[src/rtl/mem_bus_arbiter_pkg.sv]
`default_nettype none
// ============================================================================
//  Module   : mem_bus_arbiter_pkg
//  Purpose  : Shared encodings and helpers for the IF/DM unified-RAM arbiter.
//  Revision : 1.0  initial release
// ============================================================================
package mem_bus_arbiter_pkg;

    localparam logic [1:0]  ARB_IDLE       = 2'd0;
    localparam logic [1:0]  ARB_IF_BUSY    = 2'd1;
    localparam logic [1:0]  ARB_DM_BUSY    = 2'd2;

    localparam logic [31:0] ARB_ABORT_DATA = 32'hDEAD_BEEF;
    localparam int          DM_ADDR_W      = 16;

    // Saturating increment for the DM streak counter.
    function automatic int streak_next(input int cur, input int max_val);
        return (cur >= max_val) ? cur : cur + 1;
    endfunction

endpackage
`default_nettype wire

[src/rtl/mem_bus_arbiter_wait_timer.sv]
`default_nettype none
// ============================================================================
//  Module   : arb_wait_timer
//  Purpose  : Counts BUSY cycles without an acknowledge and flags expiry.
//  Revision : 1.0  initial release
// ============================================================================
module arb_wait_timer
    import mem_bus_arbiter_pkg::*;
#(
    parameter int TIMEOUT = 16,
    parameter int CNT_W   = 5
) (
    input  logic clk,
    input  logic int_rst_n,
    input  logic i_clear,
    input  logic i_inc,
    output logic o_expired
);

    logic [CNT_W-1:0] r_cnt;

    always_ff @(posedge clk or negedge int_rst_n) begin
        if (!int_rst_n) begin
            r_cnt <= '0;
        end else if (i_clear) begin
            r_cnt <= '0;
        end else if (i_inc) begin
            r_cnt <= r_cnt + 1'b1;
        end
    end

    assign o_expired = (r_cnt == CNT_W'(TIMEOUT - 1));

endmodule
`default_nettype wire

[src/rtl/mem_bus_arbiter.sv]
`default_nettype none
// ============================================================================
//  Module   : mem_bus_arbiter
//  Purpose  : Shares a single-port RAM between fetch (IF) and data (DM)
//             with DM priority, IF anti-starvation and a wait timeout.
//  Revision : 1.0  initial release
// ============================================================================
module mem_bus_arbiter
    import mem_bus_arbiter_pkg::*;
#(
    parameter int DM_MAX_STREAK = 4,
    parameter int TIMEOUT       = 16,
    parameter int CNT_W         = 5
) (
    input  logic                 clk,
    input  logic                 int_rst_n,
    input  logic                 if_req,
    input  logic [31:0]          if_addr,
    output logic [31:0]          if_rdata,
    output logic                 if_valid,
    input  logic                 dm_req,
    input  logic                 dm_read_wrn,
    input  logic [DM_ADDR_W-1:0] dm_addr,
    input  logic [31:0]          dm_wdata,
    output logic [31:0]          dm_rdata,
    output logic                 dm_valid,
    output logic                 mem_req,
    output logic                 mem_read_wrn,
    output logic [31:0]          mem_addr,
    output logic [31:0]          mem_wdata,
    input  logic [31:0]          mem_rdata,
    input  logic                 mem_ack,
    output logic                 halt,
    output logic                 timeout_err
);

    localparam int c_STREAK_W = $clog2(DM_MAX_STREAK + 1);

    logic [1:0]            r_state;
    logic [c_STREAK_W-1:0] r_dm_streak;

    logic w_busy;
    logic w_expired;
    logic w_abort;
    logic w_done;
    logic w_arb_en;
    logic w_if_cand;
    logic w_dm_cand;
    logic w_grant_dm;
    logic w_grant_if;

    assign w_busy   = (r_state == ARB_IF_BUSY) || (r_state == ARB_DM_BUSY);
    assign w_abort  = w_busy && !mem_ack && w_expired;
    assign w_done   = w_busy && (mem_ack || w_abort);
    assign w_arb_en = (r_state == ARB_IDLE) || w_done;

    // A request whose valid is showing, or whose transaction completes on
    // this edge, is already served and must not be granted again.
    assign w_if_cand = if_req && !if_valid && !(w_done && (r_state == ARB_IF_BUSY));
    assign w_dm_cand = dm_req && !dm_valid && !(w_done && (r_state == ARB_DM_BUSY));

    assign w_grant_dm = w_arb_en && w_dm_cand &&
                        (!w_if_cand || (r_dm_streak < c_STREAK_W'(DM_MAX_STREAK)));
    assign w_grant_if = w_arb_en && w_if_cand && !w_grant_dm;

    assign halt = int_rst_n && ((if_req && !if_valid) || (dm_req && !dm_valid));

    arb_wait_timer #(
        .TIMEOUT (TIMEOUT),
        .CNT_W   (CNT_W)
    ) u_wait_timer (
        .clk       (clk),
        .int_rst_n (int_rst_n),
        .i_clear   (w_grant_dm || w_grant_if || w_done),
        .i_inc     (w_busy && !mem_ack),
        .o_expired (w_expired)
    );

    always_ff @(posedge clk or negedge int_rst_n) begin
        if (!int_rst_n) begin
            r_state      <= ARB_IDLE;
            r_dm_streak  <= '0;
            if_rdata     <= '0;
            if_valid     <= 1'b0;
            dm_rdata     <= '0;
            dm_valid     <= 1'b0;
            mem_req      <= 1'b0;
            mem_read_wrn <= 1'b0;
            mem_addr     <= '0;
            mem_wdata    <= '0;
            timeout_err  <= 1'b0;
        end else begin
            if_valid <= 1'b0;
            dm_valid <= 1'b0;

            if (w_done) begin
                if (r_state == ARB_IF_BUSY) begin
                    if_valid <= 1'b1;
                    if_rdata <= w_abort ? ARB_ABORT_DATA : mem_rdata;
                end else begin
                    dm_valid <= 1'b1;
                    // mem_read_wrn still holds the DM owner's direction here
                    dm_rdata <= w_abort ? ARB_ABORT_DATA :
                                (mem_read_wrn ? mem_rdata : 32'h0);
                end
                if (w_abort) begin
                    timeout_err <= 1'b1;
                end
            end

            if (w_grant_dm) begin
                r_state      <= ARB_DM_BUSY;
                r_dm_streak  <= c_STREAK_W'(streak_next(32'(r_dm_streak), DM_MAX_STREAK));
                mem_req      <= 1'b1;
                mem_read_wrn <= dm_read_wrn;
                mem_addr     <= {{(32 - DM_ADDR_W){1'b0}}, dm_addr};
                mem_wdata    <= dm_wdata;
            end else if (w_grant_if) begin
                r_state      <= ARB_IF_BUSY;
                r_dm_streak  <= '0;
                mem_req      <= 1'b1;
                mem_read_wrn <= 1'b1;
                mem_addr     <= if_addr;
                mem_wdata    <= 32'h0;
            end else if (w_done) begin
                r_state <= ARB_IDLE;
                mem_req <= 1'b0;
            end
        end
    end

endmodule
`default_nettype wire

[config.mk]
export PLATFORM = sky130hd
export DESIGN_NAME = mem_bus_arbiter
export DESIGN_NICKNAME = d
export VERILOG_FILES = /design/src/rtl/mem_bus_arbiter_pkg.sv /design/src/rtl/mem_bus_arbiter_wait_timer.sv /design/src/rtl/mem_bus_arbiter.sv
export SDC_FILE = /design/constraint.sdc
export NUM_CORES = 1
export LEC_CHECK = 0
export ABC_AREA = 1
export CAP_MARGIN = 40
export CELL_PAD_IN_SITES_DETAIL_PLACEMENT = 2
export CELL_PAD_IN_SITES_GLOBAL_PLACEMENT = 2
export CORE_MARGIN = 5
export CORE_UTILIZATION = 26
export CTS_CLUSTER_DIAMETER = 200
export CTS_CLUSTER_SIZE = 12
export DETAILED_ROUTE_END_ITERATION = 6
export PLACE_DENSITY = 0.94
export SKIP_CTS_REPAIR_TIMING = 1
export SLEW_MARGIN = 30
export SYNTH_ARGS = -nofsm -noshare
export SYNTH_HDL_FRONTEND = slang
export SYNTH_SLANG_ARGS = --single-unit
export TNS_END_PERCENT = 1
[constraint.sdc]
create_clock -name clk -period 3.5 [get_ports clk]
set_clock_uncertainty 0.2 [all_clocks]
set_input_delay 0.7 -clock clk [delete_from_list [all_inputs] [get_ports clk]]
set_output_delay 0.7 -clock clk [all_outputs]
set_load 0.01 [all_outputs]
### Word level (Yosys, flattened, before mapping)

Cells that the tools add are included.

| cells by class | value |
|---|---|
| $add $sub $neg | 2 |
| $lt $le $gt $ge | 2 |
| eq/ne operators | 4 |
| muxes and demuxes | 24 |
| bitwise gates (word level) | 1 |
| reduce and logical (&&, ||, !) cells | 36 |

Operators with widths:

| operator | number |
|---|---|
| $mux 32 | 7 |
| $logic_and 1x1->1 | 14 |
| $mux 5 | 2 |
| $mux 1 | 9 |
| $mux 3 | 3 |
| $reduce_and 2->1 | 4 |
| $logic_not 1->1 | 7 |
| $logic_or 1x1->1 | 7 |
| $mux 2 | 3 |
| $add 5x1->5 const B | 1 |
| $eq 5x4->1 const B | 1 |
| $reduce_bool 2->1 | 2 |
| $add 3x1->3 const B | 1 |
| $ge 3x3->1 const B | 1 |
| $lt 3x3->1 const B | 1 |
| $reduce_bool 3->1 | 1 |
| $eq 2x1->1 const B | 1 |
| $eq 2x2->1 const B | 1 |
| $logic_not 2->1 | 1 |
| $ne 2x2->1 const B | 1 |
| $not 1->1 | 1 |

| word-level totals | value |
|---|---|
| register bits | 143 |
| input port bits | 118 |
| output and inout port bits | 134 |
| word-level logic and storage cells | 81 |

### Longest topological paths before layout

| depth | value |
|---|---|
| depth after elaboration | 17 |
| mapped depth | 14 |
| gate-level depth less buffers | 14 |

### Modules after synthesis

Synthesis repeated with hierarchy kept, for this count alone.

| unflattened totals | value |
|---|---|
| cells, all modules | 698 |
| area total of the unflattened synthesis | 6175.9 µm² |

Modules (own cells, without submodules):

| module | times used | cells an instance | area each (µm²) | seq. area each (µm²) |
|---|---|---|---|---|
| mem_bus_arbiter | 1 | 667 | 5911.9 | 3453.3 |
| arb_wait_timer | 1 | 31 | 264.0 | 125.1 |

### Worst setup path after synthesis

No wires, ideal clock.

| path | value |
|---|---|
| kind | input-to-output |
| start | input port dm_req |
| end | output port halt |
| data arrival time | 1.112 ns |
| required time | 2.600 ns |
| setup slack | 1.488 ns |
| stages | 3 |
| buffers on the path | 0 |
| cell sequence | inv_1 -> nor2_1 -> o21a_1 |

| on the way | value |
|---|---|
| longest elaborated chain between the ends | 3 |

RTL lines:

| element | RTL line | text |
|---|---|---|
| from (decl) | mem_bus_arbiter.sv:21 | `input logic dm_req,` |
| $logic_and 1x1->1 | mem_bus_arbiter.sv:66 | `assign halt = int_rst_n && ((if_req && !if_valid) \|\| (dm_req && !dm_valid));` |
| $logic_or 1x1->1 | mem_bus_arbiter.sv:66 |  |
| $logic_and 1x1->1 | mem_bus_arbiter.sv:66 |  |
| to (decl) | mem_bus_arbiter.sv:33 | `output logic halt,` |

Every way passes these cells.

### Final worst setup path

| path | value |
|---|---|
| start | input port int_rst_n |
| end | output port halt |

| on the way | value |
|---|---|
| longest elaborated chain between the ends | 1 |

RTL lines:

| element | RTL line | text |
|---|---|---|
| from (decl) | mem_bus_arbiter.sv:16 | `input logic int_rst_n,` |
| $logic_and 1x1->1 | mem_bus_arbiter.sv:66 |  |

Every way passes these cells.

==> results.md <==
- Status: finished clean
- R2r setup slk: 860 ps
- Worst-path maximum fanout: 38
- Max-slew headroom: between 50% and 60%
- Required @ worst endpoint: 2600 ps
- Syn Inst Count: about 660
- CP max stage delay: about 550 ps
- Antenna-violating nets left: 0
- Largest net degree at the start of global routing: 58
- Row cnt: 56
- Initial core utilization: 26.1%
- Dpl hpwl: approximately 18000 um
- TritonCTS clock tree: yes
- Final worst setup slack: ~300 ps
- Hold Path Sink: mem_wdata[31]$_DFFE_PN0P_
- Remaining Overflow, GRT: 0
- Hold path depth: 2
- CP arrival: 2300 ps
- RSZ-0062 raised after global routing: false
- Hold Crit Class: reg2reg
- Yosys reg bits: 143
- Period minus WS final: 3200 ps
- Most common cell after layout, fill and taps aside: clkdlybuf4s50_1
- Placed insts: 1206
- Post-Syn Area: 6080 um^2
- Dpl ws: 464 ps
- Worst setup path class: in2out
- Most frequent cells in the layout: clkdlybuf4s50_1 (250), nand2_1 (202), dfrtp_1 (143)
- Register area share after synthesis: roughly three fifths
- I/O pin count: 252
- Initial DRC Count: 198
- Worst-skew pair later-pin latency: approximately 420 ps
- # Max-Cap Violations: 0
- Crit start category: input pin
- Total Routing Usage GR: 18.9%
- Global-route wire length before repair: ~39000 um
- Fmax: around 0.31 GHz
- # diodes: 0
- Drt drc: 0
- LEAKAGE: 4.40 nW
- Worst r2r dst: mem_addr[12]$_DFFE_PN0P_
- Share of layout cells above drive strength 1: 7.48%
- Core Region: around 23000 um^2
- Yosys warning total: 0
- Die area: ~27000 um^2
- H-tree Lvls: 4
- Final Wtd Congestion: 0.771
- PwrDens: 911 nW/um^2
- Root buf cell: clkbuf_16
- Wire per inst: ~20 um
- Syn Nets: 788
- Setup_tns: 0 ps
- Worst setup EP type: output port
- Setup violators final: 0
- Max Transition Viols Final: 0
- RR Startpoint: u_wait_timer.r_cnt[0]$_DFFE_PN0P_
- Fin. Hold Viols: 0
- Initial antenna violation count: 0
- Clock slew at reported path FFs: 60 ps
- Worst-Margin Slew: roughly 690 ps
- Maximum VDD drop: around 0.00032 V
- Routed vias: 5820
- Drt total wl: between 20000 and 25000 um
- P&R area growth vs syn: 57.6%
- Final worst-path cycle share: 91.4%
- DR pass1 iterations: 4
- Synthesized area per cell: about 9 um^2
- Vias per inst: 4.69
- Net count, final: 1033
- Die Y-Extent: 163 um
- CTS Sinks: 143
- Hold Startpoint: mem_wdata[31]$_DFFE_PN0P_
- Num CTS Buffers: 17
- Vias in the first global route: approximately 6500
- Final non-filler cell total: 1241
- Port buffer count: about 250
- R2R depth: 13
- Die X: between 150 and 200 um
- Crit-path slowest cell: dlygate4sd3_1
- Number of library cell types mapped by synthesis: 27
- Clk buf depth: 2
- Critical-path cell list: dlygate4sd3_1 -> buf_6 -> o21a_1 -> clkdlybuf4s50_1
==> metal layers <==
layer	vias to the layer above	routed length [um]	part of all wire (%)	track usage, %
met1	2945	9880	40	22.7
met5	-	0	0	0
met4	0	522	2.1	6.33
li1	2688	-	-	-
met2	157	13200	53	33.2
met3	30	1270	5.1	4.33
==> metrics by stage <==
stage               power (mW)  hold WS (ps)  cell area [um^2]  utilization [%]
finish                    8.73           273              9580             41.2
global route              9.34           301              9580             41.2
CTS                       8.90         -20.2              9540             41.0
detailed placement        6.95           264              8940             38.4
global placement          6.70           253              8940             38.4
floorplan                 4.66           204              6080                -
==> worst max-delay path: cells and delay by family <==
family | cells | cell delay [ps]
compound gates | 1 | 180
buf+inv | 3 | 1420
==> synthesized netlist by cell type, drive strengths merged <==
| master | n | area [um^2] |
|---|---|---|
| or2 | 1 | 6.26 |
| buf | 36 | 200 |
| nand4 | 3 | 25.0 |
| nor2 | 13 | 68.8 |
| clkbuf | 11 | 41.3 |
| a22oi | 2 | 15.0 |
| o21a | 25 | 188 |
| dfrtp | 143 | 3580 |
| nand2 | 206 | 788 |
| nand3b | 2 | 15.0 |
| ha | 6 | 75.1 |
| a21oi | 1 | 5.00 |
| inv | 18 | 67.6 |
| xnor2 | 1 | 8.76 |
| nand3 | 145 | 736 |
| o21ai | 49 | 245 |
| xor2 | 2 | 17.5 |
==> area by class of cell <==
type	instances	area (um^2)
Clock buffer	19	433
Clock inverter	13	163
Timing Repair Buffer	273	2740
Sequential cell	143	3580
Fill cell	2546	13700
Multi-Input combinational cell	456	2200
Inverter	18	67.6
Tap cell	319	399
==> power by group <==
group / total (mW) / internal, mW / switching, mW / leakage, nW
combinational: 4.08 / 1.91 / 2.17 / 2.32
clock: 1.88 / 1.13 / 0.753 / 0.284
sequential: 2.77 / 2.35 / 0.415 / 1.80
==> state kept, by name, summed over array words and instances, names as in the netlist, 2 cells and up <==
signal	cells
dm_rdata	32
if_rdata	32
mem_addr	32
mem_wdata	32
r_dm_streak	3
r_state	2
u_wait_timer.r_cnt	5
==> logic make-up (layout without fill, tap and decap cells) <==
family,Yosys count,count (layout),share of synthesized area [%]
compound gates,77,77,7.45
xor+xnor,3,3,0.432
fa+ha+maj,6,6,1.23
buf+inv,65,323,5.08
flops,143,143,58.8
simple gates,370,370,27.0
==> how the worst max path moves through the flow <==
stage                          from                        to  slack (ps)  cells past startpoint
after CTS                    if_req                      halt         560                      5
after detailed placement    mem_ack   mem_addr[9]$_DFFE_PN0P_         460                     10
final                     int_rst_n                      halt         300                      4
after global placement      mem_ack  mem_wdata[5]$_DFFE_PN0P_         550                     10
after global routing      int_rst_n                      halt         190                      4
after floorplan              dm_req                      halt        1490                      3
(Power assumes the default switching activity.)
